**config.mk**
```make
export PLATFORM = sky130hd
export DESIGN_NAME = cp0_intc
export DESIGN_NICKNAME = d
export VERILOG_FILES = /design/src/rtl/cp0_pkg.sv /design/src/rtl/prio_enc.sv /design/src/rtl/cp0_intc.sv
export SDC_FILE = /design/constraint.sdc
export NUM_CORES = 1
export LEC_CHECK = 0
export ABC_AREA = 1
export ABC_CLOCK_PERIOD_IN_PS = 1800
export CAP_MARGIN = 25
export CELL_PAD_IN_SITES_DETAIL_PLACEMENT = 0
export CELL_PAD_IN_SITES_GLOBAL_PLACEMENT = 1
export CORE_MARGIN = 1
export CORE_UTILIZATION = 25
export DETAILED_ROUTE_END_ITERATION = 8
export PLACE_DENSITY = 0.84
export SYNTH_ARGS = -nofsm -noshare
export SYNTH_HDL_FRONTEND = slang
export SYNTH_SLANG_ARGS = --single-unit
```
**constraint.sdc**
```tcl
create_clock -name clk -period 1.8 [get_ports clk]
set_input_delay 0.36 -clock clk [delete_from_list [all_inputs] [get_ports clk]]
set_output_delay 0.36 -clock clk [all_outputs]
set_load 0.005 [all_outputs]
```
**src/rtl/cp0_pkg.sv**
```systemverilog
// Shared constants and types for the coprocessor-0 interrupt controller.
package cp0_pkg;

   localparam logic [2:0] SEL_EPC     = 3'd0;
   localparam logic [2:0] SEL_STATUS  = 3'd1;
   localparam logic [2:0] SEL_MASK    = 3'd2;
   localparam logic [2:0] SEL_CAUSE   = 3'd3;
   localparam logic [2:0] SEL_COUNT   = 3'd4;
   localparam logic [2:0] SEL_COMPARE = 3'd5;

   localparam int unsigned ST_IE  = 0;
   localparam int unsigned ST_EXL = 1;

   localparam logic [5:0] ERET_FUNCT = 6'b011000;

   typedef enum logic {
      IDLE    = 1'b0,
      HANDLER = 1'b1
   } state_e;

endpackage

```
**src/rtl/prio_enc.sv**
```systemverilog
// Fixed-priority encoder: the lowest set request index wins.
module prio_enc #(
   parameter int unsigned W = 8,
   localparam int unsigned IW = (W > 1) ? $clog2(W) : 1
) (
   input  logic [W-1:0]  req,
   output logic          valid,
   output logic [IW-1:0] idx
);

   // Scan from the top down so the lowest set index is the last one written.
   always_comb begin
      valid = |req;
      idx   = '0;
      for (int unsigned i = W; i > 0; i--) begin
         if (req[i-1]) idx = IW'(i - 1);
      end
   end

endmodule

```
**src/rtl/cp0_intc.sv**
```systemverilog
// Coprocessor-0 exception/interrupt controller: edge-captured sticky sources,
// mask + fixed priority, EPC/Status/Mask/Cause, ERET return.
// Optional Count/Compare timer source enabled by defining CP0_TIMER_EN.
module cp0_intc
   import cp0_pkg::*;
#(
   parameter int unsigned          NUM_SRC  = 8,
   parameter int unsigned          DATA_W   = 32,
   parameter logic [DATA_W-1:0]    VEC_ADDR = 32'h0000_0004
) (
   input  logic               clk,
   input  logic               rst,
   input  logic [31:0]        inst,
   input  logic               cp0_en,
   input  logic [NUM_SRC-1:0] irq_src,
   input  logic [DATA_W-1:0]  pc_in,
   input  logic [DATA_W-1:0]  din,
   output logic [DATA_W-1:0]  dout,
   output logic               reg_write,
   output logic               is_eret,
   output logic               exc_take,
   output logic [DATA_W-1:0]  vec_pc,
   output logic [DATA_W-1:0]  epc_out,
   output logic               in_handler
);

`ifdef CP0_TIMER_EN
   localparam int unsigned NT = NUM_SRC + 1;
`else
   localparam int unsigned NT = NUM_SRC;
`endif
   localparam int unsigned IW = (NT > 1) ? $clog2(NT) : 1;

   state_e               state_q, state_d;
   logic [DATA_W-1:0]    epc_q, epc_d;
   logic                 ie_q, ie_d;
   logic                 exl_q, exl_d;
   logic [NT-1:0]        mask_q, mask_d;
   logic [7:0]           code_q, code_d;
   logic [NT-1:0]        pend_q, pend_d;
   logic [NUM_SRC-1:0]   src_q, src_d;
`ifdef CP0_TIMER_EN
   logic [DATA_W-1:0]    count_q, count_d;
   logic [DATA_W-1:0]    cmp_q, cmp_d;
`endif

   logic [2:0]    sel;
   logic          mtc0;
   logic          win_valid;
   logic [IW-1:0] win_idx;
   logic          unused_inst;

   assign unused_inst = ^{inst[31:24], inst[22:14], inst[10:6]};

   prio_enc #(.W(NT)) u_prio (
      .req   (pend_q & mask_q),
      .valid (win_valid),
      .idx   (win_idx)
   );

   // Instruction decode and the combinational take decision.
   always_comb begin
      sel        = inst[13:11];
      mtc0       = cp0_en & inst[23];
      is_eret    = cp0_en & (inst[5:0] == ERET_FUNCT);
      reg_write  = cp0_en & ~inst[23] & ~is_eret;
      exc_take   = (state_q == IDLE) & ie_q & win_valid;
      vec_pc     = VEC_ADDR;
      epc_out    = epc_q;
      in_handler = (state_q == HANDLER);
   end

   // Next-state logic: pending capture, FSM, and MTC0 writes.
   always_comb begin
      state_d = state_q;
      epc_d   = epc_q;
      ie_d    = ie_q;
      exl_d   = exl_q;
      mask_d  = mask_q;
      code_d  = code_q;
      src_d   = irq_src;
      pend_d  = pend_q;
`ifdef CP0_TIMER_EN
      count_d = count_q + 1'b1;
      cmp_d   = cmp_q;
      if (mtc0 && sel == SEL_COUNT)   count_d = din;
      if (mtc0 && sel == SEL_COMPARE) begin
         cmp_d          = din;
         pend_d[NT-1]   = 1'b0;
      end
`endif
      // Clears are applied before sets so a coincident new edge survives.
      if (exc_take) pend_d[win_idx] = 1'b0;
      pend_d[NUM_SRC-1:0] = pend_d[NUM_SRC-1:0] | (irq_src & ~src_q);
`ifdef CP0_TIMER_EN
      if (count_q == cmp_q) pend_d[NT-1] = 1'b1;
`endif

      case (state_q)
         IDLE: begin
            if (exc_take) begin
               state_d = HANDLER;
               epc_d   = pc_in;
               code_d  = 8'(win_idx) + 8'd1;
               exl_d   = 1'b1;
            end
         end
         HANDLER: begin
            if (is_eret) begin
               state_d = IDLE;
               exl_d   = 1'b0;
            end
         end
         default: state_d = IDLE;
      endcase

      if (mtc0 && !exc_take) begin
         if (sel == SEL_EPC)    epc_d = din;
         if (sel == SEL_STATUS) ie_d  = din[ST_IE];
      end
      if (mtc0 && sel == SEL_MASK) mask_d = din[NT-1:0];
   end

   // State registers with synchronous reset.
   always_ff @(posedge clk) begin
      if (rst) begin
         state_q <= IDLE;
         epc_q   <= '0;
         ie_q    <= 1'b0;
         exl_q   <= 1'b0;
         mask_q  <= '0;
         code_q  <= '0;
         pend_q  <= '0;
         src_q   <= '0;
`ifdef CP0_TIMER_EN
         count_q <= '0;
         cmp_q   <= '0;
`endif
      end else begin
         state_q <= state_d;
         epc_q   <= epc_d;
         ie_q    <= ie_d;
         exl_q   <= exl_d;
         mask_q  <= mask_d;
         code_q  <= code_d;
         pend_q  <= pend_d;
         src_q   <= src_d;
`ifdef CP0_TIMER_EN
         count_q <= count_d;
         cmp_q   <= cmp_d;
`endif
      end
   end

   // MFC0 read mux, zero latency.
   always_comb begin
      dout = '0;
      case (sel)
         SEL_EPC:    dout = epc_q;
         SEL_STATUS: begin
            dout[ST_IE]  = ie_q;
            dout[ST_EXL] = exl_q;
         end
         SEL_MASK:   dout[NT-1:0] = mask_q;
         SEL_CAUSE:  begin
            dout[7:0]    = code_q;
            dout[8 +: NT] = pend_q;
         end
`ifdef CP0_TIMER_EN
         SEL_COUNT:   dout = count_q;
         SEL_COMPARE: dout = cmp_q;
`else
         SEL_COUNT:   dout = '0;
         SEL_COMPARE: dout = '0;
`endif
         default:    dout = '0;
      endcase
   end

endmodule

```
# Word-level counts from Yosys, hierarchy flattened
# Cells that the tools add are included.
# totals
reg_bits	67
input_bits	107
output_inout_bits	100
word_cells	66
# classes
addsub	1
n_lt_le_gt_ge	2
eq_ne	6
n_mux	25
n_bitwise	15
n_reduce_logical	9
# op_table
cell	n
$mux W32	4
$and A8 B8 Y8	3
$mux W3	8
$pmux W6 S3	1
$mux W16	1
$not A8 Y8	2
$pmux W8 S2	1
$mux W8	1
$or A8 B8 Y8	1
$pmux W2 S4	1
$reduce_or A8 Y1	1
$and A1 B1 Y1	6
$eq A3 B2 Y1 const B	2
$eq A6 B5 Y1 const B	1
$reduce_and A2 Y1	3
$mux W1	5
$add A3 B1 Y4 const B	1
$lt A3 B4 Y1 const B	1
$ne A2 B2 Y1 const B	2
$pmux W1 S2	2
$demux W1 S3	1
$eq A3 B1 Y1 const B	1
$ge A3 B1 Y1 const B	1
$logic_and A1 B1 Y1	3
other kinds (3)	5

# Logic depth before layout (Yosys ltp)
# Gate-level depths: netlist (run 1).
# depth
word_depth	17
mapped_depth	13

# Hierarchy
# A second synthesis (run 1) with hierarchy kept.
# unflattened
cells_unflattened	608
hier_area_um2	3746.1
# modules_own_cells
module	instances	cells_each	area_per_inst_um2	seq_area_each_um2
cp0_intc	1	586	3647.2	1261.2
prio_enc	1	22	98.8	0.0

# Least setup slack after synthesis (run 1)
# No wires, ideal clock.
# synth_path
path_kind	register to register
startpoint	register mask_q[6]
endpoint	register code_q[2]
setup_time_ps	86
arrival_time_ps	1404
setup_slack_ps	310
path_stages_with_launch	13
path_buffers	0
cell_sequence	dfxtp_1 nand2_2 nand2_1 nand2_1 nand2_1 nand2_1 nand2_1 nand2_1 nand2_1 inv_1 ha_1 xor2_1 a211oi_1
# synth_via
elab_chain_cells	9
elab_cells_between_ends	12
classes_between	add/sub (1); mux (7); bitwise (2); reduce/logical (2)
# synth_rtl
item	line	rtl
from (decl)	cp0_intc.sv:38	logic [NT-1:0] mask_q, mask_d;
from (signal assigned)	cp0_intc.sv:144	mask_q <= mask_d;
$and A8 B8 Y8 (*)	cp0_intc.sv:56	.req (pend_q & mask_q),
$mux W3 (7 in a row)	prio_enc.sv:16	if (req[i-1]) idx = IW'(i - 1);
$add A3 B1 Y4	cp0_intc.sv:104	code_d = 8'(win_idx) + 8'd1;
to (signal assigned)	cp0_intc.sv:145	code_q <= code_d;
to (decl)	cp0_intc.sv:39	logic [7:0] code_q, code_d;
# Mark *: on every way between the ends. The rest lies on a longest branch, timed or not.
# A chain may end at the register's enable or synchronous reset.

# Worst setup path after layout (run 1)
# layout_path
startpoint	input inst[1]
endpoint	register exl_q
# layout_via
elab_chain_cells	4
# layout_rtl
item	line	rtl
from (decl)	cp0_intc.sv:13	input logic [31:0] inst,
$eq A6 B5 Y1	cp0_intc.sv:65	is_eret = cp0_en & (inst[5:0] == ERET_FUNCT);
$and A1 B1 Y1	cp0_intc.sv:65	
$ne A2 B2 Y1 (no source line)	-	
$reduce_and A2 Y1 (no source line)	-	
to (signal assigned)	cp0_intc.sv:143	exl_q <= exl_d;
to (decl)	cp0_intc.sv:37	logic exl_q, exl_d;
# Every way passes these cells.

==> results of run 1 <==
==> cells by family (layout without fill, tap and decap cells) <==
logic type	count (synthesis)	in the layout	share of synthesized area (%)
adder cells (fa/ha/maj)	1	1	0.3526
AO/OA/AOI/OAI	34	34	6.417
buffers and inverters	110	279	16.85
flip-flops	63	63	35.54
XOR/XNOR	1	1	0.2469
other	2	32	0.2116
AND/OR/NAND/NOR	336	336	40.37
==> cells in the mapped netlist (all sizes together) <==
cell type  number  area, um^2
a211oi          1       7.510
a21oi           3       15.01
a221oi          1       15.01
a22o            8       70.07
a22oi           4       30.03
buf            51       374.1
clkbuf          3       11.26
conb            2       7.510
dfxtp          63        1261
ha              1       12.51
inv            56       212.7
nand2         166       650.6
nand3          38       247.7
nand3b          1       7.510
nand4           2       12.51
nor2          126       483.0
nor3            3       31.28
o211ai          2       15.01
o21ai          15       75.07
xor2            1       8.760
==> worst min-delay path, cell delays in order (launching register included) <==
cell and delay (ns):
dfxtp_1 0.30, inv_1 0.04, nand2_1 0.04, nand2_1 0.05
==> registers in the layout, summed over array words and instances, names as in the netlist <==
signal,cells
in_handler,1
pend_q,8
code_q,4
src_q,8
ie_q,1
epc_out,32
mask_q,8
exl_q,1
==> area by class of cell <==
| type | instances | area (um^2) | area share [%] |
|---|---|---|---|
| inverter | 56 | 220.2 | 3.796 |
| timing repair buffer | 206 | 1942 | 33.47 |
| clock inverter | 7 | 55.05 | 0.9489 |
| multi-input combinational | 404 | 1854 | 31.96 |
| clock buffer | 9 | 225.2 | 3.882 |
| tap | 180 | 225.2 | 3.882 |
| timing repair inverter | 1 | 11.26 | 0.1941 |
| sequential | 63 | 1269 | 21.87 |
==> where the power goes <==
part	internal [mW]	switching [mW]	leakage [nW]
registers	1.45	0.0357	0.516
logic	0.305	0.226	2.17
clock network	0.946	0.706	0.133
total	2.70	0.967	2.82
==> repair_timing <==
| action | in CTS | in global routing |
|---|---|---|
| buffers inserted | 20 | 0 |
| gates cloned | 1 | 0 |
| pin swaps | 10 | 12 |
| hold endpoints to repair | 0 | 0 |
| setup endpoints to repair | 35 | 29 |
| resized for setup | 90 | 38 |
==> routing by layer <==
metal,part of all wire [%],vias up
met5,0,-
met4,0.92,0
met3,7.1,7
met2,46,128
met1,46,1730
li1,-,2008
==> worst paths after layout <==
| path | slack (ns) | cells after the start | from | to |
|---|---|---|---|---|
| setup / recovery | 0.02 | 14 | inst[1] | exl_q |
| hold / removal | 0.45 | 3 | src_q[6] | pend_q[6] |
| setup reg to reg | 0.18 | 10 | mask_q[1] | epc_out[13] |
| hold reg to reg | 0.45 | 3 | src_q[6] | pend_q[6] |
==> flow_summary.yaml, run 1 <==
timing:
  clock.fmax_mhz: 561.1
  finalSetupViolations: 0
  holdWs_ns: 0.4531
  setup_tns_ns: 0
  slew_viol_final: 0
  finalHoldViolCount: 0
  min_period_ns: 1.782
  fin_ws_ns: 0.01782
  rsz0062_at_grt: "yes"
  timing.final.crit_share_pct: 99.01
  clock_skew_ns: 0.01086
grt:
  grtUsageTotal_pct: 16.31
  grt_max_degree: 41
  grt_use_met2_pct: 26.00
  met1_usage_pct: 21.42
  grt.overflow.total: 0
  first_global_vias: 3545
  met3_usage_pct: 4.699
  antenna_found_initial: 0
  grt.busiest_layer: "met2"
  grt_pass1_wl_um: 18200
route:
  drcViolationCount: 0
  wl_per_cell_um: 13.18
  vias_per_cell: 4.183
  vias: 3873
  firstDrtPassIters: 4
  drt_iter0_drc: 169
  ant_nets: 0
  wl_um: 12210
critical_path:
  critPathTopFamily: "buffers and inverters"
  cp_max_fo: 2
  critPathMaxStageDelay_ns: 0.21
  worstPathArrival_ns: 2.03
  cpMaxStageDelayCell: "a221oi_2"
  crit_chain: "dlygate4sd2_1, inv_1, nand3_2, nand3b_1, inv_1, buf_6, buf_4, buf_4, buf_4, buf_4, buf_4, buf_4, buf_4, a221oi_2"
  worst-path-buf-inv: 11
  worstPathRequired_ns: 2.05
  end_kind: "register"
  crit_top_cell: "buf_4"
  crit_type: "input pin to register"
  worstSetupStartpointType: "input pin"
min_path:
  holdCritPathClass: "register to register"
job:
  cap_violations: 0
status:
  status: "finished clean"
floorplanning:
  dieArea_um2: 14670
  io-pin-count: 207
  fp-row-count: 43
  die_y_um: 121.1
  die_w_um: 121.1
  core-area_um2: 13880
  start_util_pct: 25.56
place:
  dpl_worst_slack_ns: -0.6714
  place_area_um2: 5328
  place.detailed.hpwl_um: 8546
  io_buffers: 152
  dp_cells: 889
  gp_congestion: 0.7772
pwr:
  vdd_drop_max_uv: 438.5
  p_total_mw: 3.664
  p_per_area_nw_per_um2: 631.5
  p_leak_nw: 2.821
layout:
  nets: 849
  final_common_cell: "nand2_1"
  syn2layout_area_growth_pct: 63.50
  drive_above_1_share_pct: 17.29
  antenna_cells: 0
  most-common-layout-cells: "nand2_1, nor2_1, clkdlybuf4s50_1"
  final_util_pct: 41.80
  fin_area_um2: 5802
  final_cell_count_no_fill: 926
  nFillCells: 1490
synthesis:
  syn-cell-area_um2: 3548
  synthesis.instances: 547
  yosys_warnings: 0
  synth_cell_types: 34
  ys_ff_latch: 63
  synth_area_per_cell_um2: 6.487
  ys_seq_area_share_pct: 35.54
clock_tree:
  clk_pin_slew_ns: 0.06
  cts_tree: "done"
  cts.sinks: 63
  htreeDepth: 3
  cts_buffers: 9
  cts-root-buf: "clkbuf_16"
  clk_latency_ns: 0.33
  cts-hold-fix-buffers: 0
  clk_path_buf_depth: 2
No activity file was read; power rests on OpenSTA's default activity.
==> inputs of run 2 (changes only) <==
--- a/config.mk
+++ b/config.mk
@@ -10,7 +10,7 @@
 export CAP_MARGIN = 25
 export CELL_PAD_IN_SITES_DETAIL_PLACEMENT = 0
 export CELL_PAD_IN_SITES_GLOBAL_PLACEMENT = 1
-export CORE_MARGIN = 1
+export CORE_MARGIN = 4
 export CORE_UTILIZATION = 25
 export DETAILED_ROUTE_END_ITERATION = 8
 export PLACE_DENSITY = 0.84
==> run 2 against run 1 <==
Compared with the run above:
- global-route usage is 1.2 points lower
- count of clock-buffer cells in the layout is 4 higher
- first-iteration DRC count rose by 24%
- register-to-register slack got worse by 0.02 ns
- critical path depth decreased by 6
- die area is 10% higher
- final area down 1.5%
- worst setup slack better by 0.038 ns
- routed wire length rose by 0.19%
==> flow_summary.yaml, run 2 (synthesized netlist as in run 1, its figures left out) <==
layout:
  final_common_cell: "nand2_1"
  most-common-layout-cells: "nand2_1, nor2_1, clkdlybuf4s50_1"
  final_util_pct: 41.16
  drive_above_1_share_pct: 16.17
  fin_area_um2: 5713
  antenna_cells: 0
  largest_reg_flops: 32
  nets: 839
  syn2layout_area_growth_pct: 61.00
place:
  place_area_um2: 5353
  place.detailed.hpwl_um: 8973
  gp_congestion: 0.8230
  dpl_worst_slack_ns: -0.6073
  io_buffers: 152
clock_tree:
  clk_latency_ns: 0.34
  cts-hold-fix-buffers: 0
  cts_buffers: 9
  clk_pin_slew_ns: 0.05
  cts.sinks: 63
  cts-root-buf: "clkbuf_16"
  clk_path_buf_depth: 2
  cts_tree: "done"
  htreeDepth: 3
timing:
  slew_viol_final: 0
  rsz0062_at_grt: "yes"
  fin_ws_ns: 0.05550
  timing.final.crit_share_pct: 96.92
  finalSetupViolations: 0
  finalHoldViolCount: 0
  clock_skew_ns: 0.007467
  min_period_ns: 1.745
  clock.fmax_mhz: 573.2
critical_path:
  reg2reg_to: "epc_out[20]"
  critPathTopFamily: "buffers and inverters"
  cp_max_fo: 3
  end_kind: "primary output"
  worstPathArrival_ns: 1.38
  crit_chain: "buf_2, buf_6, nor3_4, buf_6, buf_4, a22oi_1, nand2_1, clkdlybuf4s15_1"
  worstPathRequired_ns: 1.44
  cp_num_cells: 8
  crit_top_cell: "buf_6"
  worst-path-buf-inv: 5
  worstSetupStartpointType: "input pin"
  crit_type: "input pin to primary output"
  cp-startpoint: "inst[11]"
  r2r_slack_ns: 0.16
  ff2ff_path_depth: 11
  worstReg2RegStart: "pend_q[1]"
  critPathMaxStageDelay_ns: 0.22
  crit_path_end: "dout[2]"
  cpMaxStageDelayCell: "clkdlybuf4s15_1"
floorplanning:
  core-area_um2: 13880
  start_util_pct: 25.56
  fp-row-count: 43
  dieArea_um2: 16160
  die_y_um: 127.1
  die_w_um: 127.1
  io-pin-count: 207
grt:
  grt_pass1_wl_um: 19220
  grt_max_degree: 47
  grt.overflow.total: 0
  antenna_found_initial: 0
  first_global_vias: 3601
  grtUsageTotal_pct: 15.12
min_path:
  holdCritPathClass: "register to register"
route:
  drt_iter0_drc: 210
  vias_per_cell: 4.169
  wl_per_cell_um: 13.35
  wl_um: 12230
  drcViolationCount: 0
  firstDrtPassIters: 4
  vias: 3819
  ant_nets: 0
pwr:
  power.internal_mw: 2.928
  p_seq_share_pct: 38.8
  p_total_mw: 3.820
  p_leak_nw: 2.807
  combPwrFrac_pct: 13.6
  netSwitchingFraction_pct: 23.35
  pwr-share-clk_pct: 47.7
  p_switching_mw: 0.8920
  vdd_drop_max_uv: 372.2
  p_per_area_nw_per_um2: 668.7
job:
  cap_violations: 0
status:
  status: "finished clean"
run 2: cell types whose count changed in the layout (fill, tap and decap cells not counted), sizes merged:
cell           change
dlygate4sd2        +1
clkinvlp           -2
clkbuf             +3
clkdlybuf4s15     -11
bufinv             +1
clkdlybuf4s50      +4
buf                -2
inv                -4
run 2: what timing repair did:
item / CTS / global route
endpoints found under the hold margin: 0 / 0
resized for setup: 97 / 23
pin swaps: 6 / 3
setup buffers: 10 / 1
setup endpoints to repair: 35 / 18
run 2: power groups by stage:
stage | logic [mW] | registers, mW | clock network (mW)
2_1_floorplan | 0.223 | 1.50 | 0
3_3_place_gp | 0.509 | 1.51 | 0
3_5_place_dp | 0.510 | 1.51 | 0
4_1_cts | 0.522 | 1.48 | 1.89
5_1_grt | 0.573 | 1.49 | 1.94
6_report | 0.518 | 1.48 | 1.82
run 2: layout make-up:
cell class	count	area [um^2]
clock buffers	13	270.3
clock inverters	3	40.04
fillers	1488	8168
inverters	56	220.2
multi-input cells	404	1821
flip-flops and latches	63	1270
well taps	180	225.2
repair buffers	197	1867
run 2: through the flow:
stage / setup TNS, ns / hold slack [ns] / std cells
after floorplan: 0 / 0.4293 / 577
after global placement: -21.96 / 0.4428 / 889
after detailed placement: -23.85 / 0.4462 / 889
after CTS: -0.01416 / 0.4630 / 915
after global routing: -0.01764 / 0.4940 / 916
final: 0 / 0.4561 / 916
run 2: worst min path at each step:
stage	from	endpoint	cells past startpoint	slack, ns
finish	src_q[0]	pend_q[0]	3	0.46
global route	src_q[5]	pend_q[5]	3	0.49
CTS	src_q[0]	pend_q[0]	3	0.46
detailed placement	src_q[5]	pend_q[5]	3	0.45
global placement	src_q[1]	pend_q[1]	3	0.44
floorplan	src_q[1]	pend_q[1]	3	0.43
run 2: routing by layer:
layer | vias up | track usage (%) | wire length, um | part of all wire (%)
met5 | - | 0 | 0 | 0
met4 | 0 | 4.227 | 139 | 1.1
met3 | 12 | 5.351 | 1088 | 8.9
met2 | 140 | 23.60 | 5456 | 45
met1 | 1690 | 19.81 | 5544 | 45
li1 | 1977 | - | - | -
run 2: worst min-delay path, stage by stage, from the launching register on:
cell	delay (ns)
dfxtp_1	0.29
inv_1	0.04
nand2_1	0.04
nand2_1	0.05
==> variant, RTL diff (flow settings as in run 1) <==
Build with the macro `CP0_TIMER_EN` defined.
--- a/src/rtl/cp0_intc.sv
+++ b/src/rtl/cp0_intc.sv
@@ -1,6 +1,8 @@
 // Coprocessor-0 exception/interrupt controller: edge-captured sticky sources,
 // mask + fixed priority, EPC/Status/Mask/Cause, ERET return.
 // Optional Count/Compare timer source enabled by defining CP0_TIMER_EN.
+`define CP0_TIMER_EN
+
 module cp0_intc
    import cp0_pkg::*;
 #(
Function: changed (Yosys sat finds a counterexample within 4 cycles, from zero or initial values and one cycle with rst high).
==> variant against run 1 <==
The flow now finishes with violations (negative setup slack). Sequential share of layout area up 0.28 points. Cell area up 110%. Critical path depth down 5. Routed wire length rose to 2.7 times the old value. Maximum frequency down 6.9%. Total power up 110%. Clock power up 110%. Clock skew down 0.0030 ns. Synthesized area up 120%. Sequential cell count up 67. Worst setup slack worse by 0.13 ns. First-iteration DRC count rose to 4.3 times the old value.
==> variant: results (changes against run 1) <==
worst_setup_path:
  crit_path_start: "inst[11]"
  reg2reg_to: "count_q[27]"
  r2r-start: "count_q[11]"
  regToRegSetupSlack_ns: 0.09  # -0.09 ns
outcome:
  status: "finished, violations left"
  failed_checks: "negative setup slack"
min_path:
  worstHoldStart: "src_q[4]"
  min_to: "pend_q[4]"
yosys:
  synthAdderAreaFrac: 0.004917  # +0.001391
  netlist_instances: 1199  # +120%
  synth-compound-area-share: 0.1324  # +0.06826
  yosys.area_share.xor_xnor: 0.02868  # +0.02622
timing:
  finalClockSkew_ns: 0.007907  # -0.002955 ns
  worst_slack_ns: -0.1139  # -0.1317 ns
  setup_viol: 19  # +19
cts:
  cts-buffers-inserted: 17  # +8
  cts_max_level: 4  # +1
global_routing:
  grt_first_pass_wirelength_um: 49850  # +170%
  grt_max_degree: 60  # +46%
  grt.total_usage: 0.2105  # +0.04738
drt:
  via_per_inst: 4.776  # +14%
  routed_wl_um: 32950  # +170%
  drtIter0Drc: 732  # +330%
  avgRoutedWirePerCell_um: 17.57  # +33%
placement:
  dp_hpwl_um: 24340  # +180%
  place_inst: 1799  # +100%
power:
  p_comb_frac: 0.147  # +0.002
  p_sw_uw: 2012  # +110%
  p_seq_uw: 3060  # +110%
==> variant: changes by cell type after synthesis, moves of 47 or more <==
cell / delta
nand3_1: +58
o21ai_0: +47
dfxtp_1: +67
a21oi_1: +68
nor2_1: +50
inv_1: +82
nand2_1: +167
==> variant: layout make-up <==
cell class | instances | area (um^2)
clock inverter | 11 | 136.4
timing repair buffer | 306 | 2962
inverter | 141 | 556.8
multi-input combinational | 875 | 4691
timing repair inverter | 1 | 11.26
tap | 390 | 488.0
clock buffer | 21 | 450.4
sequential | 130 | 2645
fill | 2982 | 17930
==> variant: critical path: stages <==
cell	delay, ns
buf_8	0.10
buf_8	0.13
buf_6	0.12
nor3_4	0.34
nand2_2	0.13
o21ai_2	0.10
a221oi_2	0.06
nand3_1	0.10
buf_2	0.12
==> variant: timing repair <==
item	4_1_cts	5_1_grt
cloned	3	0
setup buffers	41	3
endpoints found under the setup margin	52	57
resized for setup	286	100
pin swaps	30	28
==> variant: stage by stage <==
stage	hold WS (ns)	utilization	area (um^2)	setup WS [ns]	total power [uW]
after floorplan	0.4249	-	7746	0.1543	3537
after global placement	0.4399	0.3436	10260	-0.9211	4064
after detailed placement	0.4429	0.3436	10260	-0.9225	4067
after CTS	0.4520	0.3883	11600	-0.08696	7697
after global routing	0.4747	0.3997	11940	-0.1869	7992
final	0.4572	0.3997	11940	-0.1139	7727
==> variant: routing by layer <==
metal / vias to the layer above / track usage / routed length, um
met5: - / 0 / 0
met4: 0 / 0.08513 / 1086
met3: 72 / 0.03716 / 2323
met2: 380 / 0.3286 / 14810
met1: 4192 / 0.2850 / 14720
li1: 4311 / - / -
